$ cat src/rtl/dps_irq_ctrl_n.sv
// N-channel priority interrupt controller with a per-channel mask/valid/level table.
// Define DPS_IRQ_ROUND_ROBIN_EN to rotate equal-level ties with a round-robin pointer.
module dps_irq_ctrl_n #(
    parameter int unsigned P_CH    = 8,
    parameter int unsigned P_CH_W  = 3,
    parameter int unsigned P_LVL_W = 2
) (
    input  logic               iCLOCK,
    input  logic               inRESET,
    input  logic               iCFG_REQ,
    input  logic [P_CH_W-1:0]  iCFG_ENTRY,
    input  logic               iCFG_MASK,
    input  logic               iCFG_VALID,
    input  logic [P_LVL_W-1:0] iCFG_LEVEL,
    input  logic [P_CH-1:0]    iIRQ_REQ,
    output logic [P_CH-1:0]    oIRQ_SRC_ACK,
    output logic               oIRQ_VALID,
    output logic [P_CH_W-1:0]  oIRQ_NUM,
    output logic [P_LVL_W-1:0] oIRQ_LEVEL,
    input  logic               iIRQ_ACK
);

    typedef enum logic [0:0] {
        IDLE     = 1'b0,
        ACK_WAIT = 1'b1
    } tState;

    tState              state;
    tState              stateNext;

    logic [P_CH-1:0]    cfgValid;
    logic [P_CH-1:0]    cfgMask;
    logic [P_LVL_W-1:0] cfgLevel [P_CH];

    logic [P_CH-1:0]    eligible;
    logic [P_LVL_W-1:0] effLevel [P_CH];

    logic               selValid;
    logic [P_CH_W-1:0]  selNum;
    logic [P_LVL_W-1:0] selLevel;
    logic               grant;

    // Configuration table; entries beyond P_CH never match and are dropped.
    always_ff @(posedge iCLOCK or negedge inRESET) begin
        if (!inRESET) begin
            cfgValid <= '0;
            cfgMask  <= '0;
            for (int i = 0; i < P_CH; i++) begin
                cfgLevel[i] <= '0;
            end
        end else if (iCFG_REQ) begin
            for (int i = 0; i < P_CH; i++) begin
                if (iCFG_ENTRY == P_CH_W'(i)) begin
                    cfgValid[i] <= iCFG_VALID;
                    cfgMask[i]  <= iCFG_MASK;
                    cfgLevel[i] <= iCFG_LEVEL;
                end
            end
        end
    end

    // Unconfigured channels pass through at level 0.
    always_comb begin
        for (int i = 0; i < P_CH; i++) begin
            eligible[i] = iIRQ_REQ[i] && (!cfgValid[i] || cfgMask[i]);
            effLevel[i] = cfgValid[i] ? cfgLevel[i] : '0;
        end
    end

`ifdef DPS_IRQ_ROUND_ROBIN_EN
    localparam int unsigned LP_IDX_W = P_CH_W + 1;

    logic [P_CH_W-1:0]   rrPtr;
    logic [LP_IDX_W-1:0] scanIdx;

    // Scan in rotated order from rrPtr; strict '>' keeps the first hit at the top level.
    always_comb begin
        selValid = 1'b0;
        selNum   = '0;
        selLevel = '0;
        scanIdx  = '0;
        for (int k = 0; k < P_CH; k++) begin
            scanIdx = {1'b0, rrPtr} + LP_IDX_W'(k);
            if (scanIdx >= LP_IDX_W'(P_CH)) begin
                scanIdx = scanIdx - LP_IDX_W'(P_CH);
            end
            for (int i = 0; i < P_CH; i++) begin
                if ((scanIdx == LP_IDX_W'(i)) && eligible[i] &&
                    (!selValid || (effLevel[i] > selLevel))) begin
                    selValid = 1'b1;
                    selNum   = P_CH_W'(i);
                    selLevel = effLevel[i];
                end
            end
        end
    end

    always_ff @(posedge iCLOCK or negedge inRESET) begin
        if (!inRESET) begin
            rrPtr <= '0;
        end else if (grant) begin
            rrPtr <= (selNum == P_CH_W'(P_CH - 1)) ? '0 : selNum + 1'b1;
        end
    end
`else
    // Ascending scan with strict '>' so equal levels resolve to the lowest index.
    always_comb begin
        selValid = 1'b0;
        selNum   = '0;
        selLevel = '0;
        for (int i = 0; i < P_CH; i++) begin
            if (eligible[i] && (!selValid || (effLevel[i] > selLevel))) begin
                selValid = 1'b1;
                selNum   = P_CH_W'(i);
                selLevel = effLevel[i];
            end
        end
    end
`endif

    assign grant = (state == IDLE) && selValid;

    // Pending vector is frozen from grant until the next grant.
    always_ff @(posedge iCLOCK or negedge inRESET) begin
        if (!inRESET) begin
            oIRQ_NUM   <= '0;
            oIRQ_LEVEL <= '0;
        end else if (grant) begin
            oIRQ_NUM   <= selNum;
            oIRQ_LEVEL <= selLevel;
        end
    end

    always_ff @(posedge iCLOCK or negedge inRESET) begin
        if (!inRESET) begin
            state <= IDLE;
        end else begin
            state <= stateNext;
        end
    end

    always_comb begin
        stateNext = state;
        case (state)
            IDLE:     if (selValid) stateNext = ACK_WAIT;
            ACK_WAIT: if (iIRQ_ACK) stateNext = IDLE;
            default:  stateNext = IDLE;
        endcase
    end

    // Source acknowledge is a same-cycle pulse in IDLE only.
    always_comb begin
        oIRQ_VALID   = (state == ACK_WAIT);
        oIRQ_SRC_ACK = '0;
        for (int i = 0; i < P_CH; i++) begin
            oIRQ_SRC_ACK[i] = grant && (selNum == P_CH_W'(i));
        end
    end

endmodule

$ cat config.mk
export PLATFORM = sky130hd
export DESIGN_NAME = dps_irq_ctrl_n
export DESIGN_NICKNAME = d
export VERILOG_FILES = /design/src/rtl/dps_irq_ctrl_n.sv
export SDC_FILE = /design/constraint.sdc
export NUM_CORES = 1
export LEC_CHECK = 0
export BUFFER_PORTS_ARGS = -buffer_cell sky130_fd_sc_hd__buf_2
export CAP_MARGIN = 30
export CORE_MARGIN = 3
export CORE_UTILIZATION = 45
export CTS_BUF_LIST = sky130_fd_sc_hd__clkbuf_4
export DETAILED_ROUTE_END_ITERATION = 6
export MAX_ROUTING_LAYER = met4
export SYNTH_ARGS = -nofsm -noshare
export SYNTH_HDL_FRONTEND = slang
export SYNTH_SLANG_ARGS = --single-unit
$ cat constraint.sdc
create_clock -name iCLOCK -period 17.1 [get_ports iCLOCK]
set_input_delay 1.71 -clock iCLOCK [delete_from_list [all_inputs] [get_ports iCLOCK]]
set_output_delay 1.71 -clock iCLOCK [all_outputs]
set_load 0.02 [all_outputs]
Word-level counts from Yosys, hierarchy flattened:

Cells that the tools add are included.

* flip-flop bits (word level): 38
* bits of input ports: 19
* output and inout bits: 14
* word-level logic and storage cells: 147

* $lt $le $gt $ge: 7
* eq/ne operators: 14
* muxes and demuxes: 34
* bitwise logic cells: 1
* reductions and logical operators: 64

Operator list (count)
* 2-bit two-way mux: 16
* 3-bit equality test (second input constant): 8
* 1-bit logical AND: 24
* 3-bit two-way mux: 6
* 2-bit AND reduction: 8
* 1-bit zero test: 15
* 1-bit logical OR: 15
* 2-bit > comparator: 7
* 3-bit by 2-bit equality test with 1-bit output (second input constant): 4
* 1-bit two-way mux: 11
* 3-bit by 1-bit equality test with 1-bit output (second input constant): 2
* 3-bit zero test: 2
* 1-bit case mux with 2 select lines: 1
* 1-bit NOT: 1

Longest topological paths before layout:

Gate-level depths: netlist (run 1).

* word-level depth: 34
* depth in mapped cells: 47
* depth with buffers taken out: 47

Worst setup path after synthesis (run 1):

Ideal clock, no wire load.

* path kind: input to output
* from: input port iIRQ_REQ[0]
* to: output port oIRQ_SRC_ACK[0]
* data arrival time: 10239 ps
* required time: 15390 ps
* path slack: 5151 ps
* stages: 45
* path buffers: 0
* cells stage by stage: nand4_1 -> ha_1 -> nor2b_1 -> a2bb2oi_1 -> or2_2 -> a31oi_1 -> ha_1 -> nor2b_1 -> o21ai_0 -> a21o_1 -> nor2b_1 -> nor2_1 -> ha_1 -> nor2b_1 -> a2bb2oi_1 -> o21bai_4 -> nand2_1 -> o21a_1 -> (+9 left out) -> o2111a_1 -> a31o_2 -> a21oi_2 -> o211ai_1 -> nand2_1 -> ha_1 -> nor2b_1 -> o2111a_1 -> a41oi_4 -> nor2b_1 -> a31oi_1 -> ha_1 -> nor2b_1 -> o21ai_0 -> o21ai_0 -> nor2_1 -> nand3_1 -> nor4_1

* longest elaborated chain between the ends: 32
* elaborated cells on any way between the ends: 54
* those cells by class: order compare: 7; mux: 22; reduce/logical: 25

RTL lines
* start: declaration: line 15 `input logic [P_CH-1:0] iIRQ_REQ,`
* 1-bit logical AND (*): line 65 `eligible[i] = iIRQ_REQ[i] && (!cfgValid[i] || cfgMask[i]);`
* 2-bit two-way mux / 1-bit two-way mux (equally long branches): line 112 `if (eligible[i] && (!selValid || (effLevel[i] > selLevel))) begin`
* 2-bit > comparator / 1-bit zero test (equally long branches): line 112
* 1-bit logical OR: line 112
* 1-bit logical AND: line 112
* 2-bit two-way mux / 1-bit two-way mux (equally long branches): line 112
* 2-bit > comparator / 1-bit zero test (equally long branches): line 112
* 1-bit logical OR: line 112
* (+16 left out)
* 1-bit logical AND: line 112
* 2-bit two-way mux / 1-bit two-way mux (equally long branches): line 112
* 2-bit > comparator / 1-bit zero test (equally long branches): line 112
* 1-bit logical OR: line 112
* 1-bit logical AND: line 112
* 3-bit two-way mux / 1-bit two-way mux (equally long branches): line 112
* 3-bit zero test / 1-bit logical AND (equally long branches): line 156, 121
* 1-bit logical AND (*): line 156 `oIRQ_SRC_ACK[i] = grant && (selNum == P_CH_W'(i));`
* end: declaration: line 16 `output logic [P_CH-1:0] oIRQ_SRC_ACK,`

Mark *: on every way between the ends. The rest lies on a longest branch, timed or not.

Final worst setup path (run 1):

Same ends and word-level chain as after synthesis.

==> results of run 1 <==
power breakdown:
part	switching (mW)	internal (mW)	total, mW
clock network	0.0295	0.0451	0.0745
logic	0.148	0.105	0.254
registers	0.0157	0.113	0.129
worst paths after layout:
kind	to	slack, ns	cells past startpoint	startpoint
min in group asynchronous	oIRQ_VALID	1.46	1	inRESET
max	oIRQ_SRC_ACK[0]	4.03	48	iIRQ_REQ[0]
min reg2reg	cfgMask[6]	0.51	1	cfgMask[6]
min	cfgMask[6]	0.51	1	cfgMask[6]
max reg2reg	oIRQ_LEVEL[0]	7.25	46	cfgMask[0]
max in group asynchronous	cfgValid[2]	15.10	1	inRESET
cell type report:
| type | instances | area (µm²) |
|---|---|---|
| Tap cell | 70 | 87.6 |
| Inverter | 8 | 30.0 |
| Fill cell | 503 | 2380 |
| Sequential cell | 38 | 951 |
| Timing Repair Buffer | 33 | 168 |
| Multi-Input combinational cell | 194 | 1550 |
| Clock buffer | 5 | 37.5 |
| Clock inverter | 3 | 63.8 |
logic make-up after synthesis:
family | Yosys count | synth area share (%)
AND/OR/NAND/NOR | 85 | 18.4
AO/OA/AOI/OAI | 61 | 20.6
flip-flops | 38 | 37.5
multiplexers | 34 | 15.1
adder cells (fa/ha/maj) | 14 | 6.91
buffers and inverters | 9 | 1.48
synth_stat cells, types with 2 or more instances:
master | number | area [µm²]
a21o_1 | 3 | 22.5
a21oi_1 | 5 | 25.0
a21oi_2 | 2 | 17.5
a221oi_1 | 2 | 17.5
a222oi_1 | 3 | 30.0
a2bb2oi_1 | 3 | 26.3
a31oi_1 | 6 | 37.5
and2_1 | 8 | 50.1
dfrtp_1 | 38 | 951
ha_1 | 14 | 175
inv_1 | 8 | 30.0
mux2_2 | 32 | 360
nand2_1 | 25 | 93.8
nand2b_1 | 9 | 56.3
nand3_1 | 2 | 10.0
nand4_1 | 3 | 18.8
nand4b_1 | 3 | 26.3
nor2_1 | 12 | 45.0
nor2b_1 | 9 | 56.3
nor3_1 | 3 | 15.0
nor3_2 | 2 | 20.0
nor3b_1 | 3 | 22.5
nor4_1 | 2 | 12.5
o2111a_1 | 2 | 22.5
o211ai_1 | 4 | 30.0
o21a_1 | 5 | 37.5
o21ai_0 | 4 | 20.0
o21ai_1 | 2 | 10.0
o31ai_1 | 3 | 22.5
metrics by stage:
| stage | instance area (µm²) | utilization (%) | hold slack, ns | cells |
|---|---|---|---|---|
| after global placement | 2780 | 52.8 | 0.484 | 343 |
| after CTS | 2890 | 54.7 | 0.515 | 351 |
| after detailed placement | 2780 | 52.8 | 0.488 | 343 |
| after global routing | 2890 | 54.7 | 0.525 | 351 |
| final | 2890 | 54.7 | 0.512 | 351 |
| after floorplan | 2540 | - | 0.470 | 241 |
flip-flops by register name, indices dropped and copies added, names as in the netlist:
| signal | cells |
|---|---|
| oIRQ_NUM | 3 |
| cfgValid | 8 |
| cfgLevel | 16 |
| oIRQ_LEVEL | 2 |
| oIRQ_VALID | 1 |
| cfgMask | 8 |
per-layer routing:
| layer | part of all wire (%) | routed length [µm] |
|---|---|---|
| met3 | 3.9 | 223 |
| met1 | 53 | 2970 |
| met2 | 43 | 2400 |
| met5 | 0 | 0 |
| met4 | 0.97 | 55 |
==> run metrics, run 1 <==
max_cap viols 0; Initial Util 48.1%; Overall Global Routing Usage 19.4%; DPL Wire Length 4440 µm; Max-slew headroom 43.7%; Num CTS Buffers 5; met2 usage 27.8%; sequential area share after synthesis 37.5%; met3 Use GR 2.99%; Port-buffer cells 32; Die ar. 6570 µm²; IO Pins 33; met1 usage in global routing 28.9%; total power 0.457 mW; Die Span X 81.1 µm; postcts setup bufs 0; Clock Sinks 38; Syn. warnings 0; first-pass GRT wire length 9490 µm; H-tree levels 2; status finished, final reports clean; Setup CP Type primary input to output port; Primary FF master, synth dfrtp_1; Residual DRC 0; drt first pass iters 6; Core ar. 5270 µm²; Area Growth Syn to Fin 13.8%; routability cong. 0.823; clk slew on worst S/H paths 0.11 ns; total gr overflow 0; clock tree buffer depth 2; ys async rst share 100%; #FFs+latches synth 38; most common cell after layout, fill and taps aside dfrtp_1; final setup violating endpoints 0; die height 81.1 µm; Final Hold Fails 0; static leakage 1.26 nW; Post-Syn Nets 274; unrepaired setup endpoints after global routing false; Final Max Tran Viols 0; pre-CTS setup slack 4.10 ns; Top Usage Layer GRT met1; Req. time, crit path 15.39 ns; slowest stage cell, crit path a31oi_1; largest net degree at the start of global routing 39; crit share post-route 76.4%; Routed wire per std cell 16.1 µm; Yosys cell types 53; most frequent cells in the layout dfrtp_1, mux2_2, buf_2; CP bufs+invs 2; antenna violations before repair 0; final WL 5650 µm; largest stage delay on the critical path 0.44 ns; crit path capture type output port; vias 1998; # rows 26; initial DRC count 118; post-DR vias/cell 5.69; # hold bufs at CTS 0; Final #Nets 313; Tightest Hold Check Type flop to flop; Clock Latency Late Sink 0.34 ns; Worst Slack Setup Final 4.03 ns; CP max FO 8; CTS root buffer clkbuf_4; Resized cells post-CTS 0; critical path arrival 11.36 ns; Pwr per Cell Area 159 nW/µm²; Setup TNS Final 0 ns; fmax 0.0765 GHz; Max IR drop VDD 0.0598 mV; clock skew 0.0111 ns; layout cells sized above 1 31.3%; Final min period 13.07 ns; Slew @ Worst Pin 0.844 ns; Mapped Cells 241; Mapped Area 2540 µm²; Post-synth EDFFs 0; dominant delay contributor by cell family on the critical path compound AO/OA/AOI/OAI gates; antenna diode count 0; Syn Area/Cell 10.5 µm²; CTS tree yes; vias in the first global route 1849; antenna viol nets, final 0; crit start category primary input
No activity file was read; power rests on OpenSTA's default activity.
==> run 2: changes to the inputs <==
Settings changed: PLACE_DENSITY set to 0.67.
Clock period 17.1 ns to 11.62 ns, I/O delays scaled along.
==> run 2 against run 1 <==
Critical path depth shrank 2; die area is the same; sequential share of layout area shrank 0.41 points; cell count grew 1.7%; sequential power grew 48%; critical endpoint is now oIRQ_SRC_ACK[4].
==> run metrics, run 2 (same netlist as run 1, synthesis figures left out) <==
Num CTS Buffers 5; crit start category primary input; slowest stage cell, crit path ha_1; Residual DRC 0; fillcell total 513; largest stage delay on the critical path 0.33 ns; Final min period 10.93 ns; antenna viol nets, final 0; static leakage 1.27 nW; pre-CTS setup slack 0.179 ns; Post-DP Area 2810 µm²; Final Core Density 55.4%; Psw 0.296 mW; Final #Nets 320; Max IR drop VDD 0.104 mV; clock tree buffer depth 2; initial DRC count 119; # hold bufs at CTS 0; Max-slew headroom 43.7%; Clock Sinks 38; # rows 26; Final Max Tran Viols 0; first-pass GRT wire length 9600 µm; vias in the first global route 1960; Final Hold Fails 0; CTS tree yes; critical path arrival 9.77 ns; total gr overflow 0; Slew @ Worst Pin 0.844 ns; largest net degree at the start of global routing 39; Req. time, crit path 10.46 ns; most common cell after layout, fill and taps aside dfrtp_1; Most common cell on crit path nor2b_1; unrepaired setup endpoints after global routing true; max_cap viols 0; post-DR vias/cell 5.67; status finished, final reports clean; crit path capture type output port; vias 2025; Setup TNS Final 0 ns; internal cell power 0.368 mW; antenna violations before repair 0; clk slew on worst S/H paths 0.12 ns; Combinational Power Share 60.8%; die height 81.1 µm; Top Registers cfgLevel (16), cfgMask (8), cfgValid (8); Finished Layout Cells 357; routability cong. 0.816; register share of total power 28.8%; Die Span X 81.1 µm; Tightest Hold Check Type flop to flop; Die ar. 6570 µm²; max reg flops 16; clock skew 0.00328 ns; fmax 0.0915 GHz; Overall Global Routing Usage 19.5%; most frequent cells in the layout dfrtp_1, mux2_2, buf_2; Area Growth Syn to Fin 15.2%; dominant delay contributor by cell family on the critical path compound AO/OA/AOI/OAI gates; H-tree levels 2; clock share of power 10.4%; IO Pins 33; final WL 5790 µm; Routed wire per std cell 16.2 µm; Setup CP Type primary input to output port; largest reg by FF count cfgLevel; CP bufs+invs 2; Port-buffer cells 32; Initial Util 48.1%; CP max FO 6; sw frac 44.6%; final setup violating endpoints 0; layout cells sized above 1 35.5%; CTS root buffer clkbuf_4; Core ar. 5270 µm²; Pwr per Cell Area 227 nW/µm²; DPL Wire Length 4480 µm; fin area 2920 µm²; placed insts 347; crit share post-route 94.0%; Worst Slack Setup Final 0.693 ns; Clock Latency Late Sink 0.35 ns; drt first pass iters 4; antenna diode count 0
==> run 2: cell types whose count changed in the layout (fill, tap and decap cells not counted), sizes merged <==
cell | previous run | this run
clkinvlp | 0 | 2
buf | 33 | 40
bufinv | 2 | 0
clkinv | 1 | 0
==> run 2: final cells by class <==
type                            instances  area [µm²]  area share (%)
Timing Repair Buffer                   40         220            7.54
Tap cell                               70        87.6            3.00
Multi-Input combinational cell        194        1580            54.1
Sequential cell                        38         951            32.5
Clock buffer                            5        37.5            1.28
Clock inverter                          2        15.0           0.514
Inverter                                8        30.0            1.03
==> run 2: what timing repair did <==
item / CTS / global route
endpoints found under the hold margin: 0 / 0
gates resized for setup: 0 / 8
setup endpoints to repair: 0 / 8
buffers inserted: 0 / 3
==> run 2: layer usage <==
layer	share of wire, %	track usage, %	vias up
met5	0	-	-
met4	1.1	5.41	0
met3	2.6	3.33	6
met2	46	29.6	28
met1	50	26.9	989
li1	-	-	1002
==> run 2: worst paths after layout <==
path / start / to / slack [ns] / depth (start not counted)
max: iIRQ_REQ[0] / oIRQ_SRC_ACK[4] / 0.69 / 46
min: oIRQ_NUM[2] / oIRQ_NUM[2] / 0.51 / 1
max reg2reg: cfgValid[1] / oIRQ_LEVEL[1] / 2.66 / 44
min reg2reg: oIRQ_NUM[2] / oIRQ_NUM[2] / 0.51 / 1
max in group asynchronous: inRESET / cfgLevel[13] / 10.19 / 1
min in group asynchronous: inRESET / oIRQ_NUM[2] / 0.90 / 1
==> run 2: power groups by stage <==
| stage | registers, mW | clock network (mW) | logic (mW) |
|---|---|---|---|
| floorplan | 0.200 | 0 | 0.277 |
| global placement | 0.193 | 0 | 0.372 |
| detailed placement | 0.194 | 0 | 0.379 |
| CTS | 0.191 | 0.0709 | 0.381 |
| global route | 0.196 | 0.0758 | 0.450 |
| finish | 0.191 | 0.0688 | 0.403 |
==> run 2: through the flow <==
step	hold slack, ns	power (mW)
5_1_grt	0.533	0.723
3_5_place_dp	0.486	0.573
2_1_floorplan	0.470	0.476
3_3_place_gp	0.486	0.565
4_1_cts	0.514	0.643
6_report	0.512	0.663
==> run 3: changes to the inputs <==
Settings changed: CTS_BUF_LIST sky130_fd_sc_hd__clkbuf_4 to sky130_fd_sc_hd__clkbuf_16.
==> run 3 against run 2 <==
Power grew 9.7%; cell count stayed put; highest routed layer unchanged; first-iteration DRC count is 4.2% lower; register-to-register slack better by 0.02 ns; setup slack worse by 0.028 ns; critical path depth stayed put; non-clock buffer count unchanged; design area grew 3.0%.
==> run metrics, run 3 (same netlist as run 1, synthesis figures left out) <==
Final #Nets 320; crit share post-route 94.3%; total gr overflow 0; largest net degree at the start of global routing 39; fillcell total 495; critical path arrival 9.79 ns; max reg flops 16; unrepaired setup endpoints after global routing true; Die ar. 6570 µm²; Final Hold Fails 0; clock skew 0.00174 ns; Overall Global Routing Usage 19.8%; Port-buffer cells 32; # rows 26; Top Registers cfgLevel (16), cfgMask (8), cfgValid (8); crit start category primary input; clk slew on worst S/H paths 0.06 ns; Finished Layout Cells 357; DPL Wire Length 4480 µm; IO Pins 33; fmax 0.0913 GHz; Core ar. 5270 µm²; Max IR drop VDD 0.106 mV; max_cap viols 0; Setup CP Type primary input to output port; Final min period 10.96 ns; Area Growth Syn to Fin 18.6%; R2R Setup Slk 2.68 ns; CTS tree yes; placed insts 347; vias 2037; Initial Util 48.1%; crit path capture type output port; antenna diode count 0; largest reg by FF count cfgLevel; Max-slew headroom 44.4%; CP bufs+invs 2; Residual DRC 0; Req. time, crit path 10.46 ns; status finished, final reports clean; slowest stage cell, crit path ha_1; Clock Latency Late Sink 0.28 ns; Routed wire per std cell 16.4 µm; largest stage delay on the critical path 0.33 ns; end point of the critical path oIRQ_SRC_ACK[4]; worst-case reg-to-reg path depth 44; Worst Slack Setup Final 0.664 ns; initial DRC count 114; dominant delay contributor by cell family on the critical path compound AO/OA/AOI/OAI gates; die height 81.1 µm; Slew @ Worst Pin 0.833 ns; final WL 5850 µm; CP Launch Point iIRQ_REQ[0]; pre-CTS setup slack 0.179 ns; H-tree levels 2; Num CTS Buffers 5; Most common cell on crit path nor2b_1; Tightest Hold Check Type flop to flop; Clock Sinks 38; antenna viol nets, final 0; final setup violating endpoints 0; critical path depth in cells 46; routability cong. 0.816; Final Max Tran Viols 0; antenna violations before repair 0; static leakage 1.31 nW; layout cells sized above 1 35.5%; vias in the first global route 1989; drt first pass iters 4; RR Startpoint cfgValid[1]; fin area 3010 µm²; RR Endpoint oIRQ_LEVEL[1]; CP max FO 6; clock tree buffer depth 2; Final Core Density 57.1%; first-pass GRT wire length 9660 µm; Post-DP Area 2810 µm²; Pwr per Cell Area 242 nW/µm²; most frequent cells in the layout dfrtp_1, mux2_2, buf_2; CTS root buffer clkbuf_16; most common cell after layout, fill and taps aside dfrtp_1; post-DR vias/cell 5.71; Die Span X 81.1 µm
## run 3: layer usage
| layer | vias up | GRT usage, % | part of all wire [%] |
|---|---|---|---|
| met5 | - | - | 0 |
| met4 | 0 | 5.57 | 0.94 |
| met3 | 5 | 3.99 | 4.1 |
| met2 | 45 | 30.0 | 47 |
| met1 | 978 | 26.9 | 47 |
| li1 | 1009 | - | - |
## run 3: worst min-delay path by stage
stage                 from  depth (start not counted)  slack [ns]     endpoint
2_1_floorplan   cfgMask[6]                          1        0.47   cfgMask[6]
3_3_place_gp   cfgLevel[7]                          1        0.49  cfgLevel[7]
3_5_place_dp   cfgLevel[9]                          1        0.49  cfgLevel[9]
4_1_cts        cfgLevel[7]                          1        0.50  cfgLevel[7]
5_1_grt        cfgLevel[7]                          1        0.52  cfgLevel[7]
6_report       oIRQ_NUM[2]                          1        0.50  oIRQ_NUM[2]
## run 3: power by group
group | switching, mW | internal [mW]
clock network | 0.0527 | 0.0781
registers | 0.0246 | 0.168
logic | 0.226 | 0.178
## run 3: per-stage QoR
stage                     setup TNS, ns  power (mW)  hold slack (ns)
final                                 0       0.728            0.497
after CTS                             0       0.708            0.504
after global placement                0       0.565            0.486
after detailed placement              0       0.573            0.486
after floorplan                       0       0.476            0.470
after global routing            -0.0192       0.787            0.517
## run 3: layout make-up
cell class / count / area (µm²) / share of cell area (%)
multi-input cells: 194 / 1580 / 52.5
clock inverters: 2 / 15.0 / 0.499
flip-flops and latches: 38 / 951 / 31.6
clock buffers: 5 / 125 / 4.16
repair buffers: 40 / 220 / 7.32
inverters: 8 / 30.0 / 0.998
well taps: 70 / 87.6 / 2.91
## run 3: worst reg2reg max path: cells and delay by family (launching register included)
| family | cells | cell delay (ns) |
|---|---|---|
| AO/OA/AOI/OAI | 21 | 4.18 |
| adder cells (fa/ha/maj) | 7 | 1.91 |
| flip-flops | 1 | 0.42 |
| multiplexers | 1 | 0.29 |
| AND/OR/NAND/NOR | 15 | 2.01 |
## run 3: what timing repair did
item,in CTS,in global routing
resized for setup,0,8
setup buffers,0,3
hold buffers,0,0
setup endpoints to repair,0,8
